[src/rtl/call_stack.sv]
// Hardware return-address stack: DEPTH x WIDTH register array with a saturating pointer.
// Optional sticky overflow/underflow detection is enabled by defining CALL_STACK_GUARD_EN.
module call_stack #(
  parameter int DEPTH = 8,
  parameter int WIDTH = 12
) (
  input  logic                     clk,
  input  logic                     reset,
  input  logic                     push,
  input  logic                     pop,
  input  logic                     flush,
  input  logic [WIDTH-1:0]         data_in,
  output logic [WIDTH-1:0]         top,
  output logic [$clog2(DEPTH):0]   count,
  output logic                     empty,
  output logic                     full,
  output logic                     overflow,
  output logic                     underflow
);

  localparam int AW = $clog2(DEPTH);
  localparam int PW = AW + 1;

  logic [WIDTH-1:0] mem_q [DEPTH];
  logic [PW-1:0]    sp_q, sp_d;
  logic [AW-1:0]    top_idx;
  logic [AW-1:0]    wr_idx;
  logic             wr_en;

  assign empty   = (sp_q == '0);
  assign full    = (sp_q == PW'(DEPTH));
  assign count   = sp_q;
  assign top_idx = AW'(sp_q - PW'(1));
  assign top     = empty ? '0 : mem_q[top_idx];

  // Push+pop on a non-empty stack replaces the top in place, even when full.
  always_comb begin
    // NOTE: every output of this block gets a default first so no latch is inferred.
    sp_d   = sp_q;
    wr_en  = 1'b0;
    wr_idx = AW'(sp_q);
    if (flush) begin
      sp_d = '0;
    end else if (push && pop && !empty) begin
      wr_en  = 1'b1;
      wr_idx = top_idx;
    end else if (push) begin
      if (!full) begin
        wr_en = 1'b1;
        sp_d  = sp_q + PW'(1);
      end
    end else if (pop) begin
      if (!empty) sp_d = sp_q - PW'(1);
    end
  end

  // NOTE: sequential state uses non-blocking assignments only.
  always_ff @(posedge clk or negedge reset) begin
    if (!reset) sp_q <= '0;
    else        sp_q <= sp_d;
  end

  // NOTE: the entry array has no reset; entries above sp are never observed.
  always_ff @(posedge clk) begin
    if (wr_en) mem_q[wr_idx] <= data_in;
  end

`ifdef CALL_STACK_GUARD_EN
  logic ovf_q, unf_q;
  logic ovf_set, unf_set;

  assign ovf_set = push && !pop && full;
  assign unf_set = pop && !push && empty;

  always_ff @(posedge clk or negedge reset) begin
    if (!reset) begin
      ovf_q <= 1'b0;
      unf_q <= 1'b0;
    end else if (flush) begin
      ovf_q <= 1'b0;
      unf_q <= 1'b0;
    end else begin
      if (ovf_set) ovf_q <= 1'b1;
      if (unf_set) unf_q <= 1'b1;
    end
  end

  assign overflow  = ovf_q;
  assign underflow = unf_q;
`else
  assign overflow  = 1'b0;
  assign underflow = 1'b0;
`endif

endmodule

[config.mk]
export PLATFORM = sky130hd
export DESIGN_NAME = call_stack
export DESIGN_NICKNAME = d
export VERILOG_FILES = /design/src/rtl/call_stack.sv
export SDC_FILE = /design/constraint.sdc
export NUM_CORES = 1
export LEC_CHECK = 0
export BUFFER_PORTS_ARGS = -buffer_cell sky130_fd_sc_hd__buf_4
export CORE_ASPECT_RATIO = 1.5
export CORE_UTILIZATION = 35
export CTS_CLUSTER_SIZE = 12
export DETAILED_ROUTE_END_ITERATION = 8
export PLACE_DENSITY = 0.57
export SLEW_MARGIN = 20
export SYNTH_ARGS = -nofsm -noshare
export SYNTH_HDL_FRONTEND = slang
export SYNTH_SLANG_ARGS = --single-unit
[constraint.sdc]
create_clock -name clk -period 4 [get_ports clk]
set_clock_uncertainty 0.2 [all_clocks]
set_input_delay 0.8 -clock clk [delete_from_list [all_inputs] [get_ports clk]]
set_output_delay 0.8 -clock clk [all_outputs]
set_load 0.01 [all_outputs]
== Yosys cells after proc, flatten, opt, wreduce, memory -nomap -nowiden ==
Memory sizes are Yosys's and may differ from the RTL's.
Cells that the tools add are included.
Operators by class
  add/sub/neg operators: 2
  reduce and logical (&&, ||, !) cells: 6
  multiplexer cells: 15
  equality and inequality tests: 4
Operator list (number)
  two-way mux 4 bit: 6
  two-way mux 12 bit: 1
  two-way mux 1 bit: 6
  two-way mux 3 bit: 2
  inequality test 3 bit, second input constant: 2
  adder 4 x 1 -> 4 bit, second input constant: 1
  == test 4 bit, second input constant: 1
  logical NOT 4 bit: 1
  AND reduction 4 bit: 1
  subtractor 4 x 1 -> 4 bit, second input constant: 1
  nonzero test 3 bit: 1
  logical AND 1 bit: 2
  inequality test 2 bit, second input constant: 1
  logical NOT 1 bit: 1
Storage, ports and cells
  RAM bits: 96
  memories: 1
  bits in registers: 4
Memory list
  mem_q: depth 8, bits a word 12, read ports 1, clocked after Yosys merged registers in 0, write ports 1, line 24  | logic [WIDTH-1:0] mem_q [DEPTH];

== Logic depth before layout (Yosys ltp) ==
Gate-level depths: netlist of the first run.
  word-level depth: 7
  mapped depth: 10
  gate-level depth less buffers: 7

== Least setup slack after synthesis of the first run ==
No wires, ideal clock.
  kind: register -> output
  from: register sp_q[0] (netlist: count[0])
  to: output top[6]
  arrival: 2.045 ns
  slack: 0.955 ns
  stages on the path, launching flop included: 10
  cells stage by stage: dfrtp_1 -> buf_2 -> buf_2 -> inv_1 -> ha_1 -> buf_2 -> buf_2 -> mux4_2 -> nand2_1 -> a21oi_1
On the way
  longest elaborated chain between the ends: 3
Ends and longest elaborated chain
  from (decl): line 25  | logic [PW-1:0] sp_q, sp_d;
  from (signal assigned): line 60  | else sp_q <= sp_d;
  subtractor 4 x 1 -> 4 bit
  memory read (8 x 12 bit)
  two-way mux 12 bit *: line 34  | assign top = empty ? '0 : mem_q[top_idx];
  to (decl): line 13  | output logic [WIDTH-1:0] top,
Mark *: on every way between the ends. The rest lies on a longest branch, timed or not.

== Worst setup path in the final report of the first run ==
  from: register sp_q[1] (netlist: count[1])
  to: output top[2]
Same word-level chain as after synthesis.

==> results by group, run 1 <==
Setup path
  • Cell repeated most along the worst path: buf_4
  • Slowest CP cell: nor3b_4
  • Worst EP required: about 3.0 ns
  • Critical path launch point type: register
  • Endpoint type of the worst setup path: primary output
  • Cell family with most CP delay: buffers and inverters
  • CP Data Arrival Time: about 2.3 ns
  • Cell Chain, Critical Path: inv_1 > ha_1 > nor3b_4 > buf_4 > a21oi_1 > buf_4
  • Critical path peak fanout: 9
  • WP buf/inv: 3
  • Slowest stage delay, CP: around 0.52 ns
  • Kind of critical path: reg2out

Die
  • Chip height: around 140 um
  • Die width: 91.2 um
  • I/O Pins: 37
  • Starting density of the core: about 36%
  • Site Rows: 48
  • Core ar.: ~12000 um^2
  • Full die area: 12400 um^2

Power and ir drop
  • Leakage: ~1.7 nW
  • Sequential share of power: 38.1%
  • Switching portion of total power: between 20% and 30%
  • Combinational fraction of design power: 32.1%
  • Worst ir drop on vdd: around 0.00025 V
  • Int Power: 2.30 mW
  • Switch Pwr: slightly below 1 mW
  • PD cells: between 600 and 700 nW/um^2
  • Clock Power Share: between 20% and 30%

Timing
  • Setup violators final: 0
  • Final period utilization: ~83%
  • Rel. slew slack: around 60%
  • Worst slew pin tran: between 0.5 and 0.6 ns
  • Final hold vios: 0
  • Fmax: about 300 MHz
  • Final TNS setup: 0 ns
  • RSZ-0062 raised after global routing: false
  • Worst hold margin: around 0.043 ns
  • Final Max Slew Viols: 0
  • Tmin final: ~3.3 ns

Place
  • HPWL after DPL: approximately 5000 um
  • # port buffers: 34
  • RePlAce Congestion: ~0.77
  • Post-Place Cells: 421
  • Dpl cell area: approximately 4600 um^2

Yosys
  • Syn_area_per_cell: between 15 and 20 um^2
  • Synth Area in Adders: less than 1%
  • Post-Synth Simple-Gate Area: 6.68%
  • Largest family of logic cells by synthesized area: multiplexers
  • Synth Area in Compound Gates: roughly 3.2%
  • Post-Synth XOR/XNOR Area: less than 1%
  • Register area share after synthesis: ~71%
  • Post-synth cell types: 33
  • Number of synthesis warnings: 0
  • Syn Std Cell Area: roughly 4200 um^2
  • Gate Count Post-Synth: roughly 240
  • Mux share of post-synthesis cell area: 14.7%
  • Register bit count reported by yosys: 100

Routing
  • Initial DRC count: 140
  • Antenna Violating Nets Remaining: 0
  • DR pass1 iterations: 5
  • Vias: between 2000 and 2500
  • DRC: 0
  • Via-to-Cell Ratio: between 4 and 5
  • Total Wirelength: between 8000 and 9000 um
  • Drt wl/cell: about 19 um

Clock tree
  • Hold_buf cts: 0
  • Reg clk slew, reported paths: approximately 0.07 ns
  • Clk Latency, worst-skew pair: approximately 0.34 ns
  • PostCTS Resize Cnt: 0
  • Root Buffer: clkbuf_16
  • Clock buffer depth: 2
  • CTS Buf Count: 9
  • CTS H-tree depth: 3
  • Setup bufs post-CTS: 0
  • CTS tree: yes
  • Clock net sink count: 100

Cells and area
  • # nets final: roughly 300
  • N_diodes: 0
  • Fill cells: 1028
  • Synth-to-Final Area Change: 19.1%
  • Fraction of layout cells with a size suffix above 1: around 33%
  • Post-Layout Inst Area: roughly 5000 um^2
  • Most frequent cells in the layout: 96 x edfxtp_1, 49 x buf_4, 25 x nand2_1
  • Non-Filler Instances: approximately 440
  • Most common cell after layout, fill and taps aside: edfxtp_1

GRT
  • Number of global-route vias before repair: between 2000 and 2500
  • Initial antenna violation count: 0
  • First-pass GRT wire length: about 13000 um
  • GR Overflow Total: 0
  • Total Routing Usage GR: approximately 14%
  • Largest net degree at the start of global routing: 35

Hold path
  • Worst Hold Class: in2async

Status
  • Status: complete, no violations

Flow run
  • Max_cap viols: 0
through the flow:
| stage | total power [mW] | utilization [%] | worst slack, ns |
|---|---|---|---|
| finish | 3.26 | 42.9 | 0.679 |
| global route | 3.41 | 42.9 | 0.485 |
| CTS | 3.30 | 42.9 | 0.669 |
| detailed placement | 2.33 | 40.0 | 0.918 |
| global placement | 2.33 | 40.0 | 0.926 |
| floorplan | 1.94 | - | 0.955 |
power by group through the flow:
stage	Combinational, mW	Sequential [mW]	Clock, mW
after global placement	1.07	1.26	0
final	1.05	1.24	0.971
after detailed placement	1.07	1.27	0
after CTS	1.07	1.24	0.988
after global routing	1.14	1.25	1.02
after floorplan	0.681	1.26	0
flip-flops by register name, summed over array words and instances, names as in the netlist:
signal  count
count       4
mem_q      96
synth_stat cells (all sizes together):
cell type  instances  area share, %
nor3               1           0.12
nand2             25            2.2
or4                1           0.18
or3                1           0.27
a22oi              1           0.30
nand3              2           0.24
mux2i              5            1.2
mux4              24             13
clkbuf             3           0.27
nor3b              1           0.45
nand3b             2           0.36
and4b              1           0.24
mux2               2           0.54
and2               1           0.15
inv                4           0.36
xor2               1           0.21
o21ai              3           0.36
nor2              17            1.5
nand4              1           0.15
a21oi             15            1.8
buf               12            2.1
ha                 2           0.60
o211a              1           0.24
edfxtp            96             69
a21boi             1           0.18
nor2b              5           0.75
o211ai             1           0.30
conb               1          0.090
dfrtp              4            2.4
xnor2              2           0.42
kinds of logic after synthesis:
| group | after synthesis |
|---|---|
| AO/OA/AOI/OAI | 22 |
| XOR/XNOR | 3 |
| adder cells (fa/ha/maj) | 2 |
| buffers and inverters | 19 |
| flip-flops | 100 |
| multiplexers | 31 |
| other | 1 |
| AND/OR/NAND/NOR | 58 |
worst paths after layout:
| check | start | to | slack (ns) | cells after the start |
|---|---|---|---|---|
| max reg2reg | count[1] | mem_q[7][3] | 0.91 | 8 |
| max in group asynchronous | reset | count[0] | 3.44 | 1 |
| min | reset | count[2] | 0.04 | 1 |
| min in group clk | count[0] | count[0] | 0.43 | 3 |
| min reg2reg | count[0] | count[0] | 0.43 | 3 |
| max | count[1] | top[2] | 0.68 | 6 |
cell type report:
type,count,area (um^2),area share (%)
multi-input cells,118,1080,21.8
inverters,4,15.0,0.302
clock buffers,9,225,4.52
flip-flops and latches,100,2980,60.0
well taps,150,188,3.77
repair buffers,49,368,7.39
clock inverters,7,114,2.29
layer usage:
metal	track usage (%)	wire (um)
met1	17.1	3440
met2	24.6	4200
met3	2.68	231
met4	7.05	225
met5	0	0
Note: power is estimated with default switching activity, not from simulation.
==> run 2, diff against run 1 <==
ABC_AREA = 1   (was unset)
clock period = 3.5 ns   (was 4 ns; I/O delays follow)
==> results by group, run 2 <==
Cells and area
  • Top reg by flops: mem_q
  • Fraction of layout cells with a size suffix above 1: 17.4%
  • # nets final: 428
  • Most common cell after layout, fill and taps aside: nor2_1
  • Non-Filler Instances: about 570
  • Fill cells: around 1200
  • N_diodes: 0
  • Synth-to-Final Area Change: 17.8%
  • Most frequent cells in the layout: 97 x nor2_1, 96 x edfxtp_1, 52 x buf_4
  • Footprint of the multi-input gates: 1120 um^2
  • Post-Layout Inst Area: 5020 um^2
  • Largest register FFs: 96
  • Sequential cell area: 2980 um^2
  • Final Util: a little over two fifths

Clock tree
  • Root Buffer: clkbuf_16
  • Setup bufs post-CTS: 0
  • CTS H-tree depth: 3
  • Clock buffer depth: 2
  • CTS tree: yes
  • Reg clk slew, reported paths: 0.07 ns
  • CTS Buf Count: 9
  • Clk Latency, worst-skew pair: around 0.34 ns
  • Clock net sink count: 100

Timing
  • RSZ-0062 raised after global routing: false
  • Final hold vios: 0
  • Tmin final: 3.27 ns
  • Fmax: ~310 MHz
  • Worst slew pin tran: roughly 0.56 ns
  • Final period utilization: 93.4%
  • Rel. slew slack: 62.3%
  • Setup violators final: 0
  • Final Max Slew Viols: 0
  • Final TNS setup: 0 ns

Routing
  • DR pass1 iterations: 6
  • Vias: approximately 2800
  • Initial DRC count: between 150 and 200
  • Antenna Violating Nets Remaining: 0
  • Via-to-Cell Ratio: just under 5
  • Total Wirelength: a little under 10000 um
  • DRC: 2
  • Drt wl/cell: between 15 and 20 um

GRT
  • Initial antenna violation count: 0
  • Largest net degree at the start of global routing: 55
  • GR Overflow Total: 0
  • First-pass GRT wire length: about 15000 um
  • Number of global-route vias before repair: about 2700
  • Total Routing Usage GR: between 15 and 20%

Die
  • Core ar.: approximately 12000 um^2
  • I/O Pins: 37
  • Full die area: 12600 um^2
  • Chip height: about 140 um
  • Starting density of the core: roughly 36%
  • Die width: 92.1 um
  • Site Rows: between 40 and 50

Yosys
  • Share of the synthesized area in the top cell type: about two thirds
  • Number of synthesized flops with an enable pin: 96
  • Gate Count Post-Synth: between 300 and 400
  • Number of synthesis warnings: 0
  • Most instantiated cells after synthesis: 97 x nor2_1, 96 x edfxtp_1, 50 x o21ai_0
  • Post-synth cell types: 28
  • Register area share after synthesis: 70.0%
  • Area leader, netlist: edfxtp_1
  • Register bit count reported by yosys: 100
  • Count leader, synth: nor2_1
  • Main synth FF type: edfxtp_1
  • Syn_area_per_cell: around 12 um^2
  • Syn Std Cell Area: 4260 um^2
  • Async S/R FF share, synth: roughly 4%
  • Largest cells by area after synthesis: edfxtp_1 68%, nor2_1 8.5%, o21ai_0 5.9%

Power and ir drop
  • Sequential share of power: between 30% and 40%
  • Switching portion of total power: between 30% and 40%
  • Worst ir drop on vdd: roughly 0.00037 V
  • Final Power: roughly 4.2 mW
  • Switch Pwr: between 1.5 and 2 mW
  • Clock Power Share: 22.5%
  • Int Power: around 2.6 mW
  • Combinational fraction of design power: a little over two fifths
  • PD cells: roughly 840 nW/um^2
  • Leakage: 1.82 nW

Status
  • Failing checks: DRC
  • Status: finished, violations left

Place
  • Post-Place Cells: 550
  • HPWL after DPL: roughly 6000 um
  • RePlAce Congestion: just over 0.8
  • # port buffers: 34
  • Dpl cell area: about 4700 um^2

Setup path
  • WP buf/inv: 3
  • Cell repeated most along the worst path: buf_4
  • Kind of critical path: reg2out
  • Endpoint type of the worst setup path: primary output
  • Worst R2R Path Depth: 9
  • Cell Chain, Critical Path: inv_1 > ha_1 > buf_4 > o21ai_0 > o211ai_1 > nand2_1 > nor2_1 > buf_4
  • Slowest stage delay, CP: around 0.48 ns
  • Cell depth of the worst setup path: 8
  • Critical path launch point type: register
  • Worst EP required: 2.60 ns
  • Slowest CP cell: dfrtp_1
  • CP Data Arrival Time: ~2.4 ns
  • Critical path peak fanout: 37
  • Cell family with most CP delay: buffers and inverters

Hold path
  • Worst Hold Class: in2reg
  • Worst Hold Depth: 1

Flow run
  • Max_cap viols: 0
-- run 2: changes by cell type after synthesis, sizes merged, moves of 5 or more --
cell	previous run	this run
o211ai	1	12
mux4	24	0
o21ai	3	57
nand2	25	38
mux2i	5	0
o22ai	0	12
nor2b	5	0
buf	12	17
inv	4	11
nor2	17	97
a21oi	15	2
-- run 2: cells by family (layout without fill, tap and decap cells) --
| kind of cell | after synthesis | after routing | synth area share (%) |
|---|---|---|---|
| adder cells (fa/ha/maj) | 2 | 2 | 0.587 |
| flip-flops | 100 | 100 | 70.0 |
| AO/OA/AOI/OAI | 83 | 83 | 10.9 |
| buffers and inverters | 33 | 80 | 3.85 |
| other | 1 | 2 | 0.0880 |
| XOR/XNOR | 5 | 5 | 1.20 |
| AND/OR/NAND/NOR | 142 | 142 | 13.3 |
-- run 2: power groups by stage --
stage | Sequential [mW] | Combinational [mW] | Clock [mW]
after global placement | 1.48 | 1.82 | 0
after floorplan | 1.47 | 1.17 | 0
final | 1.46 | 1.80 | 0.948
after global routing | 1.47 | 1.99 | 1.01
after detailed placement | 1.48 | 1.82 | 0
after CTS | 1.46 | 1.83 | 0.968
-- run 2: final timing paths --
path                            start     endpoint  slack [ns]
max                          count[1]       top[9]        0.23
min                        data_in[3]  mem_q[1][3]        0.40
max reg2reg                  count[1]  mem_q[4][1]        0.59
min reg2reg                  count[3]     count[3]        0.41
max in group asynchronous       reset     count[1]        2.51
min in group asynchronous       reset     count[3]        0.49
-- run 2: cell type report --
type / count / share of cell area, %
Clock buffer: 10 / 4.56
Clock inverter: 6 / 1.10
Inverter: 11 / 0.823
Multi-Input combinational cell: 234 / 22.2
Sequential cell: 100 / 59.5
Tap cell: 153 / 3.82
Timing Repair Buffer: 53 / 7.98
-- run 2: metal layers --
layer | GRT usage [%] | part of all wire (%) | vias up | routed length [um]
met3 | 3.33 | 4.7 | 13 | 459
met5 | 0 | 0 | - | 0
li1 | - | - | 1371 | -
met2 | 27.5 | 51 | 91 | 4920
met1 | 19.6 | 43 | 1313 | 4130
met4 | 7.47 | 1.6 | 0 | 155
-- run 2: repair_timing --
item	in CTS	in global routing
endpoints found under the hold margin	4	0
hold buffers	1	0
resized for setup	0	0
-- run 2: worst register-to-register path, cell delays in order (launching register included) --
cell and delay [ns]:
dfrtp_1 0.46, inv_1 0.11, ha_1 0.32, nand3_4 0.26, nand2_4 0.21, nand2_1 0.07
o21ai_1 0.12, nand2_1 0.11, nor2_1 0.47, buf_4 0.28
-- run 2: through the flow --
step / hold WS, ns / setup slack [ns]
after floorplan: 0.204 / 0.662
after CTS: 0.387 / 0.211
after global placement: 0.300 / 0.606
final: 0.395 / 0.230
after global routing: 0.392 / 0.0272
after detailed placement: 0.301 / 0.573
==> run 3, diff against run 2 <==
ABC_AREA = unset   (was 1)
==> results by group, run 3 (synthesis results as in run 1) <==
Setup path
  • R2r startpoint: count[1]
  • Critical path peak fanout: 29
  • Critical Path Source: count[1]
  • CP Data Arrival Time: ~2.3 ns
  • Kind of critical path: reg2out
  • Endpoint type of the worst setup path: primary output
  • Worst EP required: between 2 and 3 ns
  • Critical path launch point type: register

Routing
  • DR pass1 iterations: 4
  • DRC: 0
  • WL met3: ~240 um
  • Initial DRC count: approximately 100
  • Vias: 2138
  • Total Wirelength: 8230 um
  • Antenna Violating Nets Remaining: 0
  • Max layer used: met4
  • DR WL met2: roughly 4300 um
  • Drt wl/cell: 19.1 um
  • M1 wire length: 3440 um
  • Via-to-Cell Ratio: approximately 5

Cells and area
  • Top reg by flops: mem_q
  • Largest register FFs: 96
  • # nets final: 294
  • Synth-to-Final Area Change: 18.7%
  • Most common cell after layout, fill and taps aside: edfxtp_1
  • Final Util: between 40 and 50%
  • N_diodes: 0
  • Fraction of layout cells with a size suffix above 1: ~33%
  • Post-Layout Inst Area: about 5000 um^2
  • Most frequent cells in the layout: 96 x edfxtp_1, 41 x buf_4, 25 x nand2_1

Timing
  • Fmax: 313 MHz
  • RSZ-0062 raised after global routing: false
  • Tmin final: roughly 3.2 ns
  • Final Max Slew Viols: 0
  • Final hold vios: 0
  • Rel. slew slack: between 40% and 50%
  • Final TNS setup: 0 ns
  • Setup violators final: 0
  • Worst slew pin tran: 0.831 ns
  • Final period utilization: 91.2%

Clock tree
  • CTS Buf Count: 9
  • Root Buffer: clkbuf_16
  • CTS tree: yes
  • Setup bufs post-CTS: 0
  • Reg clk slew, reported paths: approximately 0.060 ns
  • CTS H-tree depth: 3
  • Clk Latency, worst-skew pair: roughly 0.33 ns
  • Clock net sink count: 100
  • Clock buffer depth: 2

Die
  • Die width: about 91 um
  • I/O Pins: 37
  • Core ar.: ~12000 um^2
  • Chip height: around 140 um
  • Full die area: around 12000 um^2
  • Site Rows: 48
  • Starting density of the core: roughly 36%

Status
  • Status: complete, no violations

GRT
  • GR Overflow Total: 0
  • Largest net degree at the start of global routing: 35
  • Number of global-route vias before repair: about 2200
  • Total Routing Usage GR: between 10% and 20%
  • First-pass GRT wire length: between 10000 and 15000 um
  • Initial antenna violation count: 0

Hold path
  • Hold Crit Start: flush
  • Worst Hold Class: in2reg

Power and ir drop
  • Worst ir drop on vdd: approximately 0.00023 V
  • Leakage: 1.70 nW
  • PD cells: roughly 750 nW/um^2

Place
  • Dpl cell area: about 4600 um^2
  • # port buffers: 34
  • RePlAce Congestion: between 0.6 and 0.7
  • HPWL after DPL: 5120 um

Flow run
  • Max_cap viols: 0
run 3: cell types whose count changed in the layout (fill, tap and decap cells not counted), moves of 6 or more:
cell,before,now
a21oi_1,2,15
nor2_1,97,12
nand2_1,37,25
o22ai_1,12,0
buf_4,52,41
mux4_2,0,24
o211ai_1,12,0
o21ai_1,6,0
o21ai_0,50,3
run 3: per-stage QoR:
stage / cells / total power [mW] / hold WS (ns) / worst slack (ns)
floorplan: 237 / 2.22 / 0.204 / 0.534
global placement: 413 / 2.67 / 0.304 / 0.178
detailed placement: 413 / 2.67 / 0.306 / 0.562
CTS: 430 / 3.77 / 0.365 / 0.182
global route: 430 / 3.91 / 0.370 / 0.150
finish: 430 / 3.74 / 0.371 / 0.306
run 3: layout make-up:
cell class	count	area, um^2
inverter	4	15.0
fill	1017	6630
sequential	100	2980
timing repair buffer	42	318
tap	150	188
clock buffer	10	229
clock inverter	6	111
multi-input combinational	118	1110
run 3: metal layers:
layer | vias to the layer above | track usage, %
met4 | 0 | 6.88
met5 | - | 0
met1 | 1095 | 16.5
met3 | 13 | 3.13
li1 | 989 | -
met2 | 41 | 25.3
run 3: path summary, 6_finish.rpt:
kind / to / slack, ns / cells after the start
worst min register to register: count[0] / 0.44 / 3
max in group asynchronous: count[0] / 2.48 / 2
worst min-delay path: count[1] / 0.37 / 2
min in group asynchronous: count[2] / 0.50 / 2
worst max-delay path: top[8] / 0.31 / 7
worst max register to register: mem_q[2][10] / 0.57 / 6
run 3: power by group:
group / internal (mW) / leakage [nW] / switching (mW)
Clock: 0.700 / 0.165 / 0.404
Sequential: 1.38 / 0.919 / 0.0404
Combinational: 0.549 / 0.618 / 0.665
run 3: critical path, cell delays in order, from the launching register on:
cell and delay (ns):
dfrtp_1 0.46, inv_1 0.11, ha_1 0.28, buf_4 0.38, mux4_2 0.39, nand2_1 0.09, a21oi_1 0.08, buf_4 0.15
run 3: timing repair:
item	in CTS	in global routing
hold buffers	1	0
hold endpoints to repair	4	0
setup endpoints to repair	0	1
gates resized for setup	0	1
